<file path="src/rtl/ts4231_pkg.sv">
// Shared TS4231 definitions: configuration word, phase timing default, sequencer
// states and the pad drive pattern associated with each state.
package ts4231_pkg;

  localparam int          TS4231_CFG_BITS    = 15;
  localparam logic [14:0] TS4231_CFG_WORD    = 15'h392B;
  localparam int          TS4231_HALF_PERIOD = 48;

  typedef enum logic [3:0] {
    ST_IDLE,
    ST_ARM,
    ST_START_D,
    ST_START_E,
    ST_W_DATA,
    ST_W_EHI,
    ST_W_ELO,
    ST_STOP_E,
    ST_STOP_D,
    ST_R_ELO,
    ST_R_EHI,
    ST_FIN
  } state_t;

  typedef struct packed {
    logic d_out;
    logic d_oe;
    logic e_out;
    logic e_oe;
    logic busy;
  } pad_drv_t;

  // Pad levels held for the whole of a state; d_bit is the word bit for write states.
  function automatic pad_drv_t state_drive(input state_t s, input logic d_bit);
    pad_drv_t p;
    p = '0;
    case (s)
      ST_ARM:     p = '{d_out: 1'b1,  d_oe: 1'b1, e_out: 1'b1, e_oe: 1'b1, busy: 1'b1};
      ST_START_D: p = '{d_out: 1'b0,  d_oe: 1'b1, e_out: 1'b1, e_oe: 1'b1, busy: 1'b1};
      ST_START_E: p = '{d_out: 1'b0,  d_oe: 1'b1, e_out: 1'b0, e_oe: 1'b1, busy: 1'b1};
      ST_W_DATA:  p = '{d_out: d_bit, d_oe: 1'b1, e_out: 1'b0, e_oe: 1'b1, busy: 1'b1};
      ST_W_EHI:   p = '{d_out: d_bit, d_oe: 1'b1, e_out: 1'b1, e_oe: 1'b1, busy: 1'b1};
      ST_W_ELO:   p = '{d_out: d_bit, d_oe: 1'b1, e_out: 1'b0, e_oe: 1'b1, busy: 1'b1};
      ST_STOP_E:  p = '{d_out: 1'b0,  d_oe: 1'b1, e_out: 1'b1, e_oe: 1'b1, busy: 1'b1};
      ST_STOP_D:  p = '{d_out: 1'b1,  d_oe: 1'b1, e_out: 1'b1, e_oe: 1'b1, busy: 1'b1};
      ST_R_ELO:   p = '{d_out: 1'b0,  d_oe: 1'b0, e_out: 1'b0, e_oe: 1'b1, busy: 1'b1};
      ST_R_EHI:   p = '{d_out: 1'b0,  d_oe: 1'b0, e_out: 1'b1, e_oe: 1'b1, busy: 1'b1};
      default:    p = '0;
    endcase
    return p;
  endfunction

endpackage

</file>
<file path="src/rtl/ts4231_config_writer_if.sv">
// Control and pad bundle between the TS4231 config writer and its host/pad ring.
interface ts4231_config_writer_if #(
  parameter int N_SENSORS = 3
);
  logic                 start;
  logic [N_SENSORS-1:0] d_in;
  logic                 d_out;
  logic                 d_oe;
  logic                 e_out;
  logic                 e_oe;
  logic                 busy;
  logic                 done;
  logic [N_SENSORS-1:0] cfg_ok;

  modport master (
    output start, d_in,
    input  d_out, d_oe, e_out, e_oe, busy, done, cfg_ok
  );

  modport slave (
    input  start, d_in,
    output d_out, d_oe, e_out, e_oe, busy, done, cfg_ok
  );
endinterface

</file>
<file path="src/rtl/ts4231_phase_timer.sv">
// Reloadable down-counter; o_tick is high while the count sits at zero.
module ts4231_phase_timer #(
  parameter int W = 8
) (
  input  logic         clk,
  input  logic         rst_n,
  input  logic         i_load,
  input  logic [W-1:0] i_load_val,
  output logic         o_tick
);
  logic [W-1:0] r_count;

  always_ff @(posedge clk or negedge rst_n) begin
    if (!rst_n)                r_count <= '0;
    else if (i_load)           r_count <= i_load_val;
    else if (r_count != '0)    r_count <= r_count - 1'b1;
  end

  assign o_tick = (r_count == '0);
endmodule

</file>
<file path="src/rtl/ts4231_config_writer.sv">
// Bit-bangs the TS4231 config word onto the shared D/E pads, then reads it back
// from every face and reports a per-sensor match.
//   state   | meaning
//   IDLE    | pads released, waiting for start
//   ARM     | D=1 E=1 preamble
//   START_* | start condition: D falls, then E falls
//   W_*     | per bit: present D, raise E, lower E
//   STOP_*  | stop condition: E rises, then D rises
//   R_*     | D released; sensors drive D while E is high
//   FIN     | one-cycle done pulse, cfg_ok updated
module ts4231_config_writer
  import ts4231_pkg::*;
#(
  parameter int                  N_SENSORS   = 3,
  parameter int                  CFG_BITS    = TS4231_CFG_BITS,
  parameter logic [CFG_BITS-1:0] CFG_WORD    = TS4231_CFG_WORD,
  parameter int                  HALF_PERIOD = TS4231_HALF_PERIOD
) (
  input  logic                   clk_96MHz,
  input  logic                   reset_n,
  ts4231_config_writer_if.slave  bus
);
  localparam logic [3:0] BIT_MAX = 4'(CFG_BITS - 1);
  localparam logic [7:0] HP_LOAD = 8'(HALF_PERIOD - 1);

  state_t               r_state;
  logic [3:0]           r_bit;
  pad_drv_t             r_drv;
  logic                 r_done;
  logic [N_SENSORS-1:0] r_cfg_ok;
  logic [CFG_BITS-1:0]  r_shreg [N_SENSORS];

  state_t               w_next;
  logic [3:0]           w_bit_next;
  logic                 w_adv;
  logic                 w_tick;
  logic [CFG_BITS-1:0]  w_shift [N_SENSORS];

  ts4231_phase_timer #(.W(8)) u_timer (
    .clk        (clk_96MHz),
    .rst_n      (reset_n),
    .i_load     (w_adv),
    .i_load_val (HP_LOAD),
    .o_tick     (w_tick)
  );

  for (genvar g = 0; g < N_SENSORS; g++) begin : g_shift
    assign w_shift[g] = {r_shreg[g][CFG_BITS-2:0], bus.d_in[g]};
  end

  always_comb begin
    w_next     = r_state;
    w_bit_next = r_bit;
    w_adv      = 1'b0;
    case (r_state)
      ST_IDLE: begin
        if (bus.start) begin
          w_next     = ST_ARM;
          w_bit_next = BIT_MAX;
          w_adv      = 1'b1;
        end
      end
      ST_FIN: begin
        w_next = ST_IDLE;
        w_adv  = 1'b1;
      end
      default: begin
        // every timed state advances only on the last clock of its phase
        w_adv = w_tick;
        case (r_state)
          ST_ARM:     w_next = ST_START_D;
          ST_START_D: w_next = ST_START_E;
          ST_START_E: w_next = ST_W_DATA;
          ST_W_DATA:  w_next = ST_W_EHI;
          ST_W_EHI:   w_next = ST_W_ELO;
          ST_W_ELO: begin
            if (r_bit == '0) w_next = ST_STOP_E;
            else begin
              w_next     = ST_W_DATA;
              w_bit_next = r_bit - 4'd1;
            end
          end
          ST_STOP_E:  w_next = ST_STOP_D;
          ST_STOP_D: begin
            w_next     = ST_R_ELO;
            w_bit_next = BIT_MAX;
          end
          ST_R_ELO:   w_next = ST_R_EHI;
          ST_R_EHI: begin
            if (r_bit == '0) w_next = ST_FIN;
            else begin
              w_next     = ST_R_ELO;
              w_bit_next = r_bit - 4'd1;
            end
          end
          default:    w_next = ST_IDLE;
        endcase
      end
    endcase
  end

  always_ff @(posedge clk_96MHz or negedge reset_n) begin
    if (!reset_n) begin
      r_state  <= ST_IDLE;
      r_bit    <= '0;
      r_drv    <= '0;
      r_done   <= 1'b0;
      r_cfg_ok <= '0;
      for (int i = 0; i < N_SENSORS; i++) r_shreg[i] <= '0;
    end else begin
      r_done <= 1'b0;
      if (w_adv) begin
        r_state <= w_next;
        r_bit   <= w_bit_next;
        r_drv   <= state_drive(w_next, CFG_WORD[w_bit_next]);
      end
      if (r_state == ST_IDLE && bus.start) begin
        r_cfg_ok <= '0;
        for (int i = 0; i < N_SENSORS; i++) r_shreg[i] <= '0;
      end
      if (r_state == ST_R_EHI && w_tick) begin
        for (int i = 0; i < N_SENSORS; i++) r_shreg[i] <= w_shift[i];
      end
      // compare against the shift value that includes the final sample
      if (w_adv && w_next == ST_FIN) begin
        r_done <= 1'b1;
        for (int i = 0; i < N_SENSORS; i++) r_cfg_ok[i] <= (w_shift[i] == CFG_WORD);
      end
    end
  end

  assign bus.d_out  = r_drv.d_out;
  assign bus.d_oe   = r_drv.d_oe;
  assign bus.e_out  = r_drv.e_out;
  assign bus.e_oe   = r_drv.e_oe;
  assign bus.busy   = r_drv.busy;
  assign bus.done   = r_done;
  assign bus.cfg_ok = r_cfg_ok;
endmodule

</file>
<file path="src/flat_wrapper.sv">
// flat-port wrapper written by rule: the top's interface ports become plain ports
module ts4231_config_writer_flat import ts4231_pkg::*;
#(
  parameter int                  N_SENSORS   = 3,
  parameter int                  CFG_BITS    = TS4231_CFG_BITS,
  parameter logic [CFG_BITS-1:0] CFG_WORD    = TS4231_CFG_WORD,
  parameter int                  HALF_PERIOD = TS4231_HALF_PERIOD
)
  (clk_96MHz, reset_n, bus_start, bus_d_in, bus_d_out, bus_d_oe, bus_e_out, bus_e_oe, bus_busy, bus_done, bus_cfg_ok);
  ts4231_config_writer_if #(.N_SENSORS(N_SENSORS)) bus_i ();
  input  logic clk_96MHz;
  input  logic reset_n;
  input wire logic [$bits(bus_i.start)-1:0] bus_start;
  input wire logic [$bits(bus_i.d_in)-1:0] bus_d_in;
  output wire logic [$bits(bus_i.d_out)-1:0] bus_d_out;
  output wire logic [$bits(bus_i.d_oe)-1:0] bus_d_oe;
  output wire logic [$bits(bus_i.e_out)-1:0] bus_e_out;
  output wire logic [$bits(bus_i.e_oe)-1:0] bus_e_oe;
  output wire logic [$bits(bus_i.busy)-1:0] bus_busy;
  output wire logic [$bits(bus_i.done)-1:0] bus_done;
  output wire logic [$bits(bus_i.cfg_ok)-1:0] bus_cfg_ok;
  assign bus_i.start = bus_start;
  assign bus_i.d_in = bus_d_in;
  assign bus_d_out = bus_i.d_out;
  assign bus_d_oe = bus_i.d_oe;
  assign bus_e_out = bus_i.e_out;
  assign bus_e_oe = bus_i.e_oe;
  assign bus_busy = bus_i.busy;
  assign bus_done = bus_i.done;
  assign bus_cfg_ok = bus_i.cfg_ok;
  ts4231_config_writer #(.N_SENSORS(N_SENSORS), .CFG_BITS(CFG_BITS), .CFG_WORD(CFG_WORD), .HALF_PERIOD(HALF_PERIOD)) u_core (.clk_96MHz(clk_96MHz), .reset_n(reset_n), .bus(bus_i));
endmodule
</file>
<file path="config.mk">
export PLATFORM = sky130hd
export DESIGN_NAME = ts4231_config_writer_flat
export DESIGN_NICKNAME = d
export VERILOG_FILES = /design/src/rtl/ts4231_pkg.sv /design/src/rtl/ts4231_config_writer_if.sv /design/src/rtl/ts4231_phase_timer.sv /design/src/rtl/ts4231_config_writer.sv /design/src/flat_wrapper.sv
export SDC_FILE = /design/constraint.sdc
export NUM_CORES = 1
export LEC_CHECK = 0
export ABC_AREA = 1
export CELL_PAD_IN_SITES_DETAIL_PLACEMENT = 1
export CELL_PAD_IN_SITES_GLOBAL_PLACEMENT = 1
export CORE_MARGIN = 2
export CORE_UTILIZATION = 50
export CTS_CLUSTER_DIAMETER = 150
export DETAILED_ROUTE_END_ITERATION = 8
export GPL_TIMING_DRIVEN = 0
export PLACE_DENSITY_LB_ADDON = 0.1
export SYNTH_ARGS = -nofsm -noshare
export SYNTH_HDL_FRONTEND = slang
export SYNTH_SLANG_ARGS = --single-unit
export TNS_END_PERCENT = 20
</file>
<file path="constraint.sdc">
create_clock -name clk_96MHz -period 3.96 [get_ports clk_96MHz]
set_clock_uncertainty 0.2 [all_clocks]
set_input_delay 0.594 -clock clk_96MHz [delete_from_list [all_inputs] [get_ports clk_96MHz]]
set_output_delay 0.594 -clock clk_96MHz [all_outputs]
set_load 0.005 [all_outputs]
</file>
==> reports/results.ini, run 1 <==
[timing]
hold_violations = 0
worstMarginPinSlew_ns = 0.835
relSlewSlack_pct = 44.3
finalSetupViolations = 0
fmax_ghz = 0.368
whs_ns = 0.142
period_share_pct = 68.7
setup_ws_ns = 1.24
period_minus_slack_ns = 2.72
rsz0062_at_grt = no
report.final.slew_viol_count = 0

[floorplan]
die_w_um = 84.6
rows = 29
die_area_um2 = 7160
core_um2 = 6310
io_pins = 15
die_y_um = 84.6
start_util_pct = 51.5

[clock_network]
clk_latency_ns = 0.35
cts_tree = built
cts_max_level = 3
postCtsSetupBuffers = 0
clock-root-buffer = clkbuf_8
cts_made_buffers = 9
cts.sink_count = 66
path_clk_slew_ns = 0.07
ctsHoldBuffers = 0
cts_resized = 0
cts.path.max_buffers = 2

[setup_path]
crit_family = simple AND/OR/NAND/NOR gates
rr_worst_depth = 15
crit_fanout = 10
crit_required_ns = 4.00
startpoint = bus_start
r2r-start = u_core.r_bit[1]$_DFFE_PN0N_
crit_chain = clkdlybuf4s50_1, nand3_1, buf_2, o21ai_0, nor3b_4, inv_1, ha_1, nand3_1, nand3_1, nand3_1, nand2_1, nand2_1, nand2_1
crit_arrival_ns = 2.76
critPathSlowestCell = clkdlybuf4s50_1
critPathKind = in -> reg
critical_path.most_common_cell = nand3_1
end_kind = register
r2r_slack_ns = 1.31
worst-path-buf-inv = 3
cpPeakStageDelay_ns = 0.44
crit_path_start_kind = input pin
reg2reg_to = u_core.bus.d_out$_DFFE_PN0N_

[synthesis]
syn_avg_cell_area_um2 = 8.77
ys_ff_latch = 66
synth_nets = 381
ys_types = 32
synthCells = 371
synth-warning-count = 0
yosysSeqAreaShare_pct = 50.8
synth_area_um2 = 3250

[placement]
dp_hpwl_mm = 5.29
placed_cells = 462
gp_congestion = 0.863
port_buffers = 14
pre_cts_ws_ns = 0.901

[grt]
grt_pass1_vias = 2820
grt_max_degree = 67
grt_usage_pct = 23.7
grt_pass1_wl_mm = 13.4
antenna_found_initial = 0
gr-total-overflow = 0

[power]
peakVddDrop_mv = 0.368
pwr_density_cell_nw_per_um2 = 720
p_leak_uw = 0.00175
p_total_uw = 2690

[status]
outcome = complete, no violations

[layout]
final_common_cell = inv_1
finalNonFillerCells = 478
final_cell_mix = 67 x inv_1, 66 x dfrtp_1, 53 x nand2_1, 40 x o22ai_1, 31 x nand3_1
nets = 406
antennaDiodeCount = 0
area_delta_synth_final_pct = 14.9
drive_above_1_share_pct = 15.2

[drt]
routedWlPerCell_um = 15.9
drt_iter0_markers = 107
vias = 2602
firstDrtPassIters = 4
final_antenna_net_count = 0
drc = 0
via_per_inst = 5.44
finalWirelength_mm = 7.61

[min_path]
hold_class = in -> async

[run]
maxCapViolations = 0

[worst register-to-register path: stages, from the launching register on]
cell and delay, ns:
dfrtp_1 0.39, inv_1 0.13, ha_1 0.24, nand2_1 0.12, inv_1 0.17, nand2_1 0.12
nand3_1 0.08, nor3b_4 0.25, inv_1 0.07, ha_1 0.29, nand3_1 0.08, nand3_1 0.08
nand3_1 0.11, nand2_1 0.07, nand2_1 0.10, nand2_1 0.05
[flip-flops by register name, indices dropped and copies added, names as in the netlist]
signal	count
u_core.r_shreg	42
u_core.u_timer.r_count	8
u_core.r_bit	4
u_core.r_state	4
u_core.bus.cfg_ok	3
u_core.bus.busy	1
u_core.bus.d_oe	1
u_core.bus.d_out	1
u_core.bus.done	1
u_core.bus.e_out	1
[final cells by class]
type                       count  area (um2)
fill                         753        2580
sequential                    66        1650
multi-input combinational    215        1220
inverter                      77         289
clock buffer                  10         138
timing repair buffer          14         138
clock inverter                 6         113
tap                           77        96.3
buffer                        13        92.6
[metal layers]
layer	part of all wire, %	track usage (%)	vias up	routed length, um
met2	49	38.8	29	3750
met5	0	0	-	0
met1	47	30.9	1275	3550
met3	2.4	5.11	13	181
li1	-	-	1285	-
met4	1.6	8.80	0	121
[through the flow]
stage | TNS (ns) | instance area [um2] | util [%]
3_3_place_gp | -6.32 | 3490 | 55.3
5_1_grt | 0 | 3740 | 59.2
3_5_place_dp | 0 | 3490 | 55.2
2_1_floorplan | 0 | 3250 | -
4_1_cts | 0 | 3740 | 59.2
6_report | 0 | 3740 | 59.2
[synth_stat cells (all sizes together)]
library cell | count | area share [%]
a21oi | 6 | 1.3
o22ai | 40 | 7.7
xor2 | 2 | 0.54
o211ai | 2 | 0.46
a21o | 1 | 0.23
nor3 | 6 | 1.1
nor4 | 9 | 1.7
buf | 13 | 2.8
inv | 77 | 8.9
nor3b | 1 | 0.58
dfrtp | 66 | 51
o21ai | 19 | 2.9
nand3 | 34 | 5.9
ha | 4 | 1.5
a31oi | 1 | 0.19
nor2 | 20 | 3.3
nand4 | 5 | 1.4
nand2 | 64 | 8.4
nand3b | 1 | 0.23
[worst max path at each step]
stage	to	slack, ns	depth (start not counted)
finish	u_core.bus.d_out$_DFFE_PN0N_	1.24	13
global placement	u_core.r_shreg[17]$_DFFE_PN0P_	-0.10	1
floorplan	u_core.bus.d_out$_DFFE_PN0N_	1.74	12
global route	u_core.bus.d_out$_DFFE_PN0N_	1.05	15
CTS	u_core.bus.d_out$_DFFE_PN0N_	1.24	13
detailed placement	u_core.bus.d_out$_DFFE_PN0N_	0.90	13
[where the power goes]
| group | internal [uW] | leakage [uW] | switching, uW |
|---|---|---|---|
| combinational | 413 | 0.000734 | 735 |
| clock | 438 | 0.000127 | 270 |
| sequential | 756 | 0.000888 | 77.5 |
[kinds of logic (layout without fill, tap and decap cells)]
group | after synthesis | after routing | share of synthesized area (%)
AO/OA/AOI/OAI | 69 | 69 | 12.8
XOR/XNOR | 2 | 2 | 0.539
adder cells (fa/ha/maj) | 4 | 4 | 1.54
buffers and inverters | 90 | 120 | 11.7
flip-flops | 66 | 66 | 50.8
AND/OR/NAND/NOR | 140 | 140 | 22.6
Power figures use the tool's default switching activity.
==> run 2: changes to the inputs <==
Settings changed: CORE_UTILIZATION 50 to 42.
Clock period 3.96 ns to 2.35 ns, I/O delays scaled along.
==> run 2 against run 1 <==
Die area up 18%. Core utilization shrank 5.9 points. Sequential power increased by 74%. Non-clock buffer count grew 20. Critical path depth is the same. Worst setup slack worse by 1.2 ns. First-iteration DRC count down 19%. Combinational power up 110%. Global-route usage is 3.3 points lower. Power up 88%. Critical endpoint unchanged. Largest cell class unchanged.
==> reports/results.ini, run 2 (synthesis gave the netlist of run 1 again) <==
[status]
outcome = complete, no violations

[setup_path]
critPathSlowestCell = dfrtp_2
critPathKind = reg -> reg
crit_required_ns = 2.39  ; -1.61 ns
crit_fanout = 5  ; -5
crit_path_start_kind = register
crit_chain = inv_1, nand3_1, nand2_1, nand3_1, nor3b_4, buf_4, ha_1, nand2_1, nand3_2, nand3_2, nand2_1, nand2_1, nand2_1
crit_arrival_ns = 2.35  ; -0.41 ns
critical_path.most_common_cell = nand2_1
r2r-start = u_core.r_state[0]$_DFFE_PN0N_
startpoint = u_core.r_state[0]$_DFFE_PN0N_
end_kind = register
cpPeakStageDelay_ns = 0.49  ; +0.05 ns

[power]
peakVddDrop_mv = 0.550  ; +49%
p_leak_uw = 0.00188  ; +7.3%
pwr_density_cell_nw_per_um2 = 1250  ; +73%

[drt]
final_antenna_net_count = 0  ; unchanged
routedWlPerCell_um = 15.8  ; -0.90%
firstDrtPassIters = 4  ; unchanged
drc = 0  ; unchanged
finalWirelength_mm = 8.25  ; +8.4%
via_per_inst = 5.21  ; -4.2%
drt_iter0_markers = 87  ; -19%
vias = 2727  ; +4.8%

[layout]
drive_above_1_share_pct = 25.4  ; +10 points
largest_reg_flops = 42  ; unchanged
final_common_cell = inv_1
largestRegisters = u_core.r_shreg x42, u_core.u_timer.r_count x8
antennaDiodeCount = 0  ; unchanged
nets = 426  ; +4.9%
top_register = u_core.r_shreg
fillers = 912  ; +21%
final_cell_mix = 63 x inv_1, 61 x dfrtp_1, 46 x nand2_1, 40 x o22ai_1, 27 x nand3_1
area_delta_synth_final_pct = 24.6

[timing]
report.final.slew_viol_count = 0  ; unchanged
setup_tns_ns = 0  ; unchanged
period_minus_slack_ns = 2.31
rsz0062_at_grt = yes
whs_ns = 0.276  ; +0.135 ns
worstMarginPinSlew_ns = 0.847  ; +0.0117 ns
fmax_ghz = 0.433
hold_violations = 0  ; unchanged
relSlewSlack_pct = 43.5  ; -0.78 points
finalSetupViolations = 0  ; unchanged
period_share_pct = 98.2

[placement]
port_buffers = 14  ; unchanged
dp_hpwl_mm = 5.32  ; +0.60%
gp_congestion = 0.839  ; -2.7%

[floorplan]
core_um2 = 7610  ; +20%
rows = 32  ; +10%
die_y_um = 92.0  ; +8.7%
start_util_pct = 42.7  ; -8.8 points
io_pins = 15  ; unchanged
die_area_um2 = 8460  ; +18%
die_w_um = 92.0  ; +8.7%

[grt]
grt_pass1_vias = 2821  ; +0.035%
grt_max_degree = 67  ; unchanged
antenna_found_initial = 0  ; unchanged
gr-total-overflow = 0  ; unchanged
use_met2_pct = 33.3  ; -5.5 points
grtUsageMet3_pct = 4.52  ; -0.59 points
grt_use_met1_pct = 26.7  ; -4.3 points
grt_pass1_wl_mm = 13.5  ; +0.78%
busiest_layer = met2
grt_usage_pct = 20.4  ; -3.3 points

[clock_network]
cts_made_buffers = 9  ; unchanged
cts.path.max_buffers = 2  ; unchanged
path_clk_slew_ns = 0.09  ; +0.02 ns
cts_tree = built
cts_max_level = 3  ; unchanged
clk_latency_ns = 0.36  ; about the same
clock-root-buffer = clkbuf_8
cts.sink_count = 66  ; unchanged

[min_path]
hold_start = u_core.bus.d_out$_DFFE_PN0N_
hold_class = reg -> reg

[run]
maxCapViolations = 0  ; unchanged

==> run 2: power breakdown <==
part	switching, uW	internal, uW
clock network	472	736
logic	1430	967
registers	165	1280
==> run 2: layout make-up <==
cell class | count | area, um2 | share of cell area (%)
sequential | 66 | 1660 | 40.9
multi-input combinational | 215 | 1310 | 32.3
timing repair buffer | 34 | 307 | 7.57
inverter | 77 | 299 | 7.38
clock buffer | 10 | 138 | 3.40
tap | 102 | 128 | 3.15
clock inverter | 6 | 111 | 2.75
buffer | 13 | 101 | 2.50
==> run 2: metal layers <==
metal | up-vias | part of all wire, %
met5 | - | 0
met4 | 0 | 1.4
met1 | 1374 | 48
li1 | 1314 | -
met2 | 28 | 49
met3 | 11 | 2.1
==> run 2: per-stage QoR <==
stage	util [%]	instances	cell area, um2	setup slack (ns)	total power, uW
global placement	46.3	487	3520	-1.54	3310
CTS	51.1	513	3890	0.000522	4780
finish	53.3	523	4050	0.0422	5050
global route	53.3	523	4050	-0.0597	5390
floorplan	-	371	3250	0.150	2840
detailed placement	46.2	487	3520	-0.423	3360
==> run 2: worst max-delay path: cells and delay by family, from the launching register on <==
kind	cells	cell delay (ns)
fa+ha+maj	1	0.18
buf+inv	2	0.30
flops	1	0.49
simple gates	10	1.00
==> run 2: what timing repair did <==
action,4_1_cts,5_1_grt
gates cloned,0,0
setup buffers,9,10
hold buffers,1,0
pin swaps,3,17
endpoints found under the setup margin,1,31
endpoints found under the hold margin,66,0
resized for setup,19,21
==> run 2: path summary, 6_finish.rpt <==
kind | cells after the start | slack (ns) | to
max in group asynchronous | 2 | 0.93 | u_core.r_state[1]$_DFFE_PN0N_
setup reg to reg | 13 | 0.04 | u_core.bus.d_out$_DFFE_PN0N_
hold / removal | 2 | 0.28 | u_core.bus.d_out$_DFFE_PN0N_
min in group asynchronous | 2 | 0.43 | u_core.u_timer.r_count[4]$_DFFE_PN0P_
hold reg to reg | 2 | 0.28 | u_core.bus.d_out$_DFFE_PN0N_
setup / recovery | 13 | 0.04 | u_core.bus.d_out$_DFFE_PN0N_
==> variant, RTL diff (settings of run 2) <==
Change the package constant `TS4231_CFG_BITS` from 15 to 30.
--- a/src/rtl/ts4231_pkg.sv
+++ b/src/rtl/ts4231_pkg.sv
@@ -2,7 +2,7 @@
 // states and the pad drive pattern associated with each state.
 package ts4231_pkg;
 
-  localparam int          TS4231_CFG_BITS    = 15;
+  localparam int          TS4231_CFG_BITS    = 30;
   localparam logic [14:0] TS4231_CFG_WORD    = 15'h392B;
   localparam int          TS4231_HALF_PERIOD = 48;
 
Behaviour: no difference found for any inputs over 10 cycles, from zero or initial values and one cycle with reset_n low; that may be too few to reach the edited logic, so the function may still have changed.
==> variant against run 2 <==
Wire length grew 34%; worst setup slack better by 0.12 ns; synthesized cell count is 44% higher; die area is 49% higher; sequential cell count grew 45; total power shrank 33%; synthesized area grew 52%; global-route usage fell by 1.1 points; cell area increased by 41%; utilization fell by 3.5 points; critical endpoint unchanged; largest cell class unchanged.
==> variant: results <==
metrics = {
    "grt": {
        "use_met1_pct": 25.24,
        "grtUsageMet2_pct": 32.13,
        "grt_pass1_wl_mm": 19.77,
        "gr-usage-met3_pct": 4.698,
        "grt_usage_pct": 19.28,
        "grt_pass1_vias": 4127,
        "grt_start_max_net_pins": 72,
    },
    "worst_setup_path": {
        "crit_arrival_ns": 2.23,
        "r2r_start": "u_core.r_state[2]",
        "cp_max_fo": 6,
        "rrSetupSlack_ns": 0.16,
    },
    "placed_design": {
        "dp_hpwl_mm": 7.710,
        "place_congestion": 0.7903,
        "placed_cells": 691,
        "postPlaceCellArea_um2": 5285,
        "place_ws_ns": -0.1497,
    },
    "cts": {
        "cts_root_buf": "clkbuf_16",
        "ctsResizeCount": 6,
        "cts_hold_buf": 1,
        "post-cts-setup-buffers": 2,
        "clk_pin_slew_worst_paths_ns": 0.07,
    },
    "outcome": {
        "status": "completed",
    },
    "route": {
        "drt-initial-drc-count": 161,
        "wl_per_cell_um": 15.47,
        "met3_length_um": 238,
        "m1WireLength_mm": 5.132,
        "met2_length_mm": 5.495,
        "vias": 3746,
    },
    "synthesis": {
        "synth_compound_area_share_pct": 14.81,
        "syn_avg_cell_area_um2": 9.270,
        "synth_fa_ha_area_share_pct": 1.013,
        "yosysUniqueCellTypes": 33,
        "seq_area_frac_synth_pct": 56.22,
        "synthesis.nets": 543,
        "yosys-top-cells-area": "dfrtp_1 56%, o22ai_1 11%, inv_1 8.7%, nand2_1 4.6%, nand3_1 2.6%",
        "synth_xor_area_share_pct": 0,
        "synth.cells.most_frequent": "115 x inv_1, 111 x dfrtp_1, 85 x o22ai_1, 61 x nand2_1, 26 x nand3_1",
    },
    "final_layout": {
        "final_cells": 715,
        "layout-drive-gt1-share_pct": 13.64,
        "finalNetCount": 577,
        "top_regs": "u_core.r_shreg: 87 flops, u_core.u_timer.r_count: 8 flops",
    },
    "pwr": {
        "ir_drop_mv": 0.5461,
        "p_leak_nw": 2.861,
        "clkPwrFrac_pct": 42.2,
        "power_clock_mw": 1.44,
        "swShare_pct": 22.00,
        "seq_power_share_pct": 56.2,
    },
    "timing": {
        "worst_slew_pin_slew_ns": 0.5578,
        "fmax_ghz": 0.4571,
        "hold_ws_ns": 0.2884,
    },
    "min_path": {
        "hold_path.class": "reg2reg",
    },
}
[variant: changes by cell type in the layout (fill, tap and decap cells not counted), sizes merged, moves of 2 or more]
| cell | run 2 | this run |
|---|---|---|
| nand2 | 64 | 66 |
| nand3 | 34 | 28 |
| nand4 | 5 | 12 |
| buf | 32 | 25 |
| o31ai | 0 | 2 |
| inv | 77 | 125 |
| clkbuf | 11 | 18 |
| o22ai | 40 | 85 |
| nor4 | 9 | 17 |
| nor2 | 20 | 26 |
| nor3 | 6 | 4 |
| dfrtp | 66 | 111 |
| bufinv | 3 | 0 |
| xor2 | 2 | 0 |
[variant: how the worst max path moves through the flow]
| stage | startpoint | end | depth (start not counted) |
|---|---|---|---|
| floorplan | u_core.r_bit[0] | u_core.bus.d_out | 14 |
| global placement | reset_n | u_core.r_shreg[2] | 1 |
| detailed placement | u_core.r_bit[0] | u_core.bus.d_out | 14 |
| CTS | u_core.r_state[3] | u_core.bus.d_out | 15 |
| global route | u_core.r_state[2] | u_core.bus.d_out | 15 |
| finish | u_core.r_state[2] | u_core.bus.d_out | 13 |
[variant: kinds of logic after synthesis]
logic type | count (synthesis)
adders and majority gates | 4
and+or+nand+nor | 154
AOI/OAI and AO/OA | 118
DFF | 111
buffers and inverters | 146
[variant: tightest hold or removal path, delay by kind of cell, from the launching register on]
family           cells  cell delay (ns)
DFF                  1             0.35
and+or+nand+nor      2             0.11
[variant: layout make-up]
class | count | area, um^2
fill | 1314 | 5764
sequential | 111 | 2784
multi-input combinational | 276 | 1602
inverter | 123 | 466.7
clock buffer | 11 | 232.7
timing repair buffer | 23 | 227.7
tap | 143 | 178.9
buffer | 23 | 171.4
clock inverter | 5 | 40.04
